--- src/rtl/sync_fifo_flex_if.sv ---
// sync_fifo_flex_if: FIFO bus (master drives clr_i/wr_i/wdata/rd_i; slave returns rdata/rvalid_o/flags/level_o/errors)
interface sync_fifo_flex_if #(
  parameter int DWID = 16,
  parameter int DEP = 8
);
  logic clr_i;
  logic wr_i;
  logic [DWID-1:0] wdata;
  logic rd_i;
  logic [DWID-1:0] rdata;
  logic rvalid_o;
  logic full_o;
  logic empty_o;
  logic afull_o;
  logic aempty_o;
  logic [$clog2(DEP+1)-1:0] level_o;
  logic ovf_err_o;
  logic unf_err_o;
  modport master (
    output clr_i, wr_i, wdata, rd_i,
    input rdata, rvalid_o, full_o, empty_o, afull_o, aempty_o, level_o, ovf_err_o, unf_err_o
  );
  modport slave (
    input clr_i, wr_i, wdata, rd_i,
    output rdata, rvalid_o, full_o, empty_o, afull_o, aempty_o, level_o, ovf_err_o, unf_err_o
  );
endinterface

--- src/rtl/sync_fifo_flex.sv ---
// sync_fifo_flex: any-depth sync FIFO (clk, async active-low rst, bus slave: clr/wr/rd in; data, level, flags, sticky errors out)
module sync_fifo_flex #(
  parameter int DWID = 16,
  parameter int DEP = 8,
  parameter int AFULL_TH = DEP - 1,
  parameter int AEMPTY_TH = 1,
  parameter bit FWFT = 1'b1
) (
  input logic clk,
  input logic rst,
  sync_fifo_flex_if.slave bus
);
  localparam int PW = $clog2(DEP);
  localparam int LW = $clog2(DEP + 1);
  localparam logic [LW-1:0] AF = LW'(AFULL_TH);
  localparam logic [LW-1:0] AE = LW'(AEMPTY_TH);
  logic [DWID-1:0] mem [DEP];
  logic [PW-1:0] wr_ptr, rd_ptr;
  logic [LW-1:0] level;
  logic full, empty, rd_acc, wr_acc, ovf, unf, rv;
  logic [DWID-1:0] rd_data;
  function automatic logic [PW-1:0] inc(input logic [PW-1:0] p);
    return p == PW'(DEP - 1) ? '0 : p + 1'b1;
  endfunction
  assign full = level == LW'(DEP);
  assign empty = level == '0;
  assign rd_acc = bus.rd_i & ~empty;
  assign wr_acc = bus.wr_i & (~full | rd_acc);
  always_ff @(posedge clk or negedge rst) begin
    if (!rst) begin
      wr_ptr <= '0;
      rd_ptr <= '0;
      level <= '0;
      ovf <= 1'b0;
      unf <= 1'b0;
    end else if (bus.clr_i) begin
      wr_ptr <= '0;
      rd_ptr <= '0;
      level <= '0;
      ovf <= 1'b0;
      unf <= 1'b0;
    end else begin
      if (wr_acc) wr_ptr <= inc(wr_ptr);
      if (rd_acc) rd_ptr <= inc(rd_ptr);
      level <= level + LW'(wr_acc) - LW'(rd_acc);
      ovf <= ovf | (bus.wr_i & ~wr_acc);
      unf <= unf | (bus.rd_i & empty);
    end
  end
  // storage has no reset; a write coinciding with reset or flush is dropped
  always_ff @(posedge clk) begin
    if (rst && !bus.clr_i && wr_acc) mem[wr_ptr] <= bus.wdata;
  end
  if (FWFT) begin : g_fwft
    assign rd_data = mem[rd_ptr];
    assign rv = ~empty;
  end else begin : g_reg
    always_ff @(posedge clk or negedge rst) begin
      if (!rst) begin
        rd_data <= '0;
        rv <= 1'b0;
      end else if (bus.clr_i) begin
        rv <= 1'b0;
      end else begin
        rv <= rd_acc;
        if (rd_acc) rd_data <= mem[rd_ptr];
      end
    end
  end
  assign bus.rdata = rd_data;
  assign bus.rvalid_o = rv;
  assign bus.full_o = full;
  assign bus.empty_o = empty;
  assign bus.afull_o = level >= AF;
  assign bus.aempty_o = level <= AE;
  assign bus.level_o = level;
  assign bus.ovf_err_o = ovf;
  assign bus.unf_err_o = unf;
endmodule

--- src/flat_wrapper.sv ---
// flat-port wrapper written by rule: the top's interface ports become plain ports
module sync_fifo_flex_flat 
#(
  parameter int DWID = 16,
  parameter int DEP = 8,
  parameter int AFULL_TH = DEP - 1,
  parameter int AEMPTY_TH = 1,
  parameter bit FWFT = 1'b1
)
  (clk, rst, bus_clr_i, bus_wr_i, bus_wdata, bus_rd_i, bus_rdata, bus_rvalid_o, bus_full_o, bus_empty_o, bus_afull_o, bus_aempty_o, bus_level_o, bus_ovf_err_o, bus_unf_err_o);
  sync_fifo_flex_if #(.DWID(DWID), .DEP(DEP)) bus_i ();
  input logic clk;
  input logic rst;
  input wire logic [$bits(bus_i.clr_i)-1:0] bus_clr_i;
  input wire logic [$bits(bus_i.wr_i)-1:0] bus_wr_i;
  input wire logic [$bits(bus_i.wdata)-1:0] bus_wdata;
  input wire logic [$bits(bus_i.rd_i)-1:0] bus_rd_i;
  output wire logic [$bits(bus_i.rdata)-1:0] bus_rdata;
  output wire logic [$bits(bus_i.rvalid_o)-1:0] bus_rvalid_o;
  output wire logic [$bits(bus_i.full_o)-1:0] bus_full_o;
  output wire logic [$bits(bus_i.empty_o)-1:0] bus_empty_o;
  output wire logic [$bits(bus_i.afull_o)-1:0] bus_afull_o;
  output wire logic [$bits(bus_i.aempty_o)-1:0] bus_aempty_o;
  output wire logic [$bits(bus_i.level_o)-1:0] bus_level_o;
  output wire logic [$bits(bus_i.ovf_err_o)-1:0] bus_ovf_err_o;
  output wire logic [$bits(bus_i.unf_err_o)-1:0] bus_unf_err_o;
  assign bus_i.clr_i = bus_clr_i;
  assign bus_i.wr_i = bus_wr_i;
  assign bus_i.wdata = bus_wdata;
  assign bus_i.rd_i = bus_rd_i;
  assign bus_rdata = bus_i.rdata;
  assign bus_rvalid_o = bus_i.rvalid_o;
  assign bus_full_o = bus_i.full_o;
  assign bus_empty_o = bus_i.empty_o;
  assign bus_afull_o = bus_i.afull_o;
  assign bus_aempty_o = bus_i.aempty_o;
  assign bus_level_o = bus_i.level_o;
  assign bus_ovf_err_o = bus_i.ovf_err_o;
  assign bus_unf_err_o = bus_i.unf_err_o;
  sync_fifo_flex #(.DWID(DWID), .DEP(DEP), .AFULL_TH(AFULL_TH), .AEMPTY_TH(AEMPTY_TH), .FWFT(FWFT)) u_core (.clk(clk), .rst(rst), .bus(bus_i));
endmodule
--- config.mk ---
export PLATFORM = sky130hd
export DESIGN_NAME = sync_fifo_flex_flat
export DESIGN_NICKNAME = d
export VERILOG_FILES = /design/src/rtl/sync_fifo_flex_if.sv /design/src/rtl/sync_fifo_flex.sv /design/src/flat_wrapper.sv
export SDC_FILE = /design/constraint.sdc
export NUM_CORES = 1
export LEC_CHECK = 0
export CAP_MARGIN = 20
export CORE_MARGIN = 2
export CORE_UTILIZATION = 45
export DETAILED_ROUTE_END_ITERATION = 7
export PLACE_DENSITY = 0.72
export SYNTH_ARGS = -nofsm -noshare
export SYNTH_HDL_FRONTEND = slang
export SYNTH_SLANG_ARGS = --single-unit
export TNS_END_PERCENT = 50
--- constraint.sdc ---
create_clock -name clk -period 2.94 [get_ports clk]
set_clock_uncertainty 0.15 [all_clocks]
set_input_delay 0.588 -clock clk [delete_from_list [all_inputs] [get_ports clk]]
set_output_delay 0.588 -clock clk [all_outputs]
set_load 0.01 [all_outputs]
==> summary.md <==
| Metric | Value |
|---|---|
| Total of endpoints with negative setup slack in the final report | `0` |
| Req. time, crit path | `2.20 ns` |
| Count of maximum capacitance violations | `0` |
| Total GRT Usage | `0.175` |
| Largest net degree at the start of global routing | `35` |
| Flop-to-flop setup slack | `between 0.2 and 0.3 ns` |
| Count of hold-fix buffers inserted at cts | `0` |
| Upper clock frequency limit | `346 MHz` |
| Maximum vdd ir drop | `0.380 mV` |
| Violation count after the first detailed-route iteration | `300` |
| Crit Reg-Reg Endpoint | `u_core.bus.level_o[2]` |
| Initial Utilization | `0.459` |
| Synthesized instance count | `290` |
| Routed vias/inst | `5.42` |
| Switching Power | `between 0.001 and 0.0015 W` |
| Final hold vios | `0` |
| Fin crit period | `2.89 ns` |
| Total via count in the routed design | `between 3k and 4k` |
| Final number of max-transition violations | `0` |
| Clk pwr share | `0.397` |
| Portion of the post-synthesis area used by sequential elements | `0.715` |
| GRT overflow | `0` |
| Number of antenna-violating nets in the routed design | `0` |
| Die Footprint | `0.0138 mm^2` |
| Share of layout cells above drive strength 1 | `0.283` |
| TritonCTS clock tree | `yes` |
| PwrDens | `780 mW/mm^2` |
| Startpoint class of the critical path | `flop` |
| Layout overhead on the synthesized area | `27.4%` |
| Final HPWL DP | `6.29 mm` |
| Result of the run | `finished, final reports clean` |
| Longest Clk Path Bufs | `2` |
| Placement row count | `just over 40` |
| First-pass GRT wire length | `17.6 mm` |
| Cell-internal power | `0.00432 W` |
| Fraction of post-synthesis cell area in the top cell type by area | `0.663` |
| Top Ports | `48` |
| Cells on worst reg2reg path | `11` |
| Kind of cell adding the most delay to the critical path | `multiplexers` |
| Most area-hungry cell type in the Yosys netlist | `edfxtp_1` |
| Hold_sp | `u_core.bus.unf_err_o` |
| Most common cell after layout, fill and taps aside | `edfxtp_1` |
| GR Util met2 | `0.293` |
| Warnings, synthesis | `0` |
| First-pass iteration count of the detailed router | `4` |
| Reg2Reg Launch Point | `u_core.bus.level_o[2]` |
| Power consumption | `0.00576 W` |
| Unrepaired setup endpoints after global routing | `true` |
| Post-route DRC | `0` |
| Diodes inserted | `0` |
| Clock buffers created by TritonCTS | `17` |
| Async SR Flop Fraction | `0.0857` |
| I/O Buffers | `47` |
| Horizontal die dimension | `118 um` |
| Std-Cell Core Area | `roughly 0.013 mm^2` |
| Y dimension of the die | `118 um` |
| Met3 GRT Util | `0.0480` |
| Flip-flop and latch count after synthesis | `140` |
| Average footprint of a synthesized cell | `between 15 and 20 um^2` |
| Hold WC Path Type | `reg -> reg` |
| Layer with the highest usage after global routing | `met2` |
| Relative slew slack | `0.750` |
| Clock transition at the registers of the reported paths | `0.06 ns` |
| Final-layout setup total negative slack | `0 ns` |
| Maximum net fanout on the critical path | `10` |
| Proportion of total power due to net switching | `0.250` |
| Antenna violations before repair | `0` |
| Number of buffers and inverters on the critical path | `3` |
| CTS HTree Levels | `4` |
| Area contributors post-synth | `edfxtp_1 (66%), mux4_1 (10%), dfrtp_1 (5.2%)` |
| Leakage | `2.55 nW` |
| Kind of critical path | `reg -> out` |
| Number of flops mapped to enable cells by yosys | `128` |
| Final core utilization | `0.585` |
| Mapped Nets | `324` |
| Share of total power in combinational logic | `0.204` |
| NumNets Final | `403` |
| Kind of end point of the critical path | `primary output` |
| Fraction of the cycle the final worst path needs | `0.984` |
| Mean routed wirelength per cell | `20.6 um` |
| Synthesized area | `0.00580 mm^2` |
| Clock net sink count | `140` |
| Max incr delay on CP | `0.55 ns` |
| Worst-margin pin slew | `0.374 ns` |
| Post-synthesis cell type count | `31` |
| Synth Flop Type | `edfxtp_1` |
| Sequential group share of total power | `0.399` |
| Insertion delay of the later-clocked pin in the worst-skew pair | `0.41 ns` |
| Slowest-stage cell, CP | `mux4_1` |
| Endpoint with the worst hold slack | `u_core.bus.unf_err_o` |
| Root cell of the clock tree | `clkbuf_16` |
| Cells on Worst Hold Path | `2` |
| Critical path arrival | `approximately 2.2 ns` |
| Global routing met1 resource utilization | `0.215` |
| Hold slack final | `0.360 ns` |
| Routed wire length | `~11 mm` |
| RD Place Congestion | `around 0.76` |
| Commonest non-fill, non-tap cells in the layout | `edfxtp_1 (128), clkdlybuf4s50_1 (28), mux4_2 (18)` |
| Vias in the first global route | `3171` |
| Crit-path cells | `buf_4 -> buf_12 -> mux4_1 -> mux2_2 -> dlygate4sd2_1` |
area by class of cell:
| type | instances | area (um^2) |
|---|---|---|
| clock buffers | 18 | 429 |
| clock inverters | 14 | 205 |
| fillers | 931 | 5230 |
| inverters | 12 | 45.0 |
| multi-input cells | 125 | 1500 |
| flip-flops and latches | 140 | 4150 |
| well taps | 172 | 215 |
| repair buffers | 73 | 846 |
sequential cells by signal (all words and copies together), names as in the netlist:
register,count
u_core.wr_ptr,3
u_core.bus.level_o,4
u_core.mem,128
u_core.bus.unf_err_o,1
u_core.bus.ovf_err_o,1
u_core.rd_ptr,3
worst max-delay path by stage:
stage               cells past startpoint                     to             startpoint  slack [ns]
detailed placement                     11  u_core.bus.level_o[2]  u_core.bus.level_o[2]        0.21
finish                                  5           bus_rdata[4]       u_core.rd_ptr[1]        0.05
floorplan                              11  u_core.bus.level_o[2]  u_core.bus.level_o[2]        0.07
global route                            5           bus_rdata[4]       u_core.rd_ptr[1]       -0.02
CTS                                     5          bus_rdata[12]       u_core.rd_ptr[1]       -0.02
global placement                        4          bus_rdata[10]       u_core.rd_ptr[1]        0.25
logic make-up after synthesis:
kind of cell / count (synthesis) / share of synthesized area
AOI/OAI and AO/OA: 18 / 0.0196
and+or+nand+nor: 45 / 0.0430
buffers and inverters: 25 / 0.0214
DFF: 140 / 0.715
muxes: 48 / 0.170
adders and majority gates: 13 / 0.0294
xor gates and xnor gates: 1 / 0.00151
what timing repair did:
item	CTS	global route
gates resized for setup	54	13
setup endpoints to repair	18	12
gates cloned	3	0
setup buffers	4	1
stage by stage:
stage / cell area, um^2 / instances / setup slack (ns)
2_1_floorplan: 5800 / 290 / 0.0710
3_3_place_gp: 6670 / 515 / 0.252
3_5_place_dp: 6670 / 515 / 0.205
4_1_cts: 7390 / 553 / -0.0212
5_1_grt: 7390 / 554 / -0.0171
6_report: 7390 / 554 / 0.0458
tightest hold or removal path, cell delays in order, from the launching register on:
cell	delay [ns]
dfrtp_1	0.34
a21oi_1	0.04
nor2_1	0.08
metal layers:
layer  share of wire  vias up
met2            0.52       82
li1                -     1351
met3           0.042       18
met4           0.017        0
met1            0.42     1551
met5               0        -
cells in the mapped netlist (all sizes together) (2+ instances only):
cell type,count
nand2b,2
or3b,3
inv,12
mux4,32
a21oi,7
clkbuf,8
buf,5
nand3,6
o211ai,2
dfrtp,12
nand4b,4
nand4,2
mux2,16
ha,12
edfxtp,128
nor2,15
o21ai,3
nand2,4
nand3b,2
nor2b,5
o2111ai,2
power groups by stage:
stage	clock, W	combinational (W)	sequential [W]
after floorplan	0	0.000618	0.00233
after global placement	0	0.00110	0.00233
after detailed placement	0	0.00112	0.00234
after CTS	0.00232	0.00118	0.00230
after global routing	0.00241	0.00127	0.00231
final	0.00229	0.00117	0.00230
Note: power is estimated with default switching activity, not from simulation.
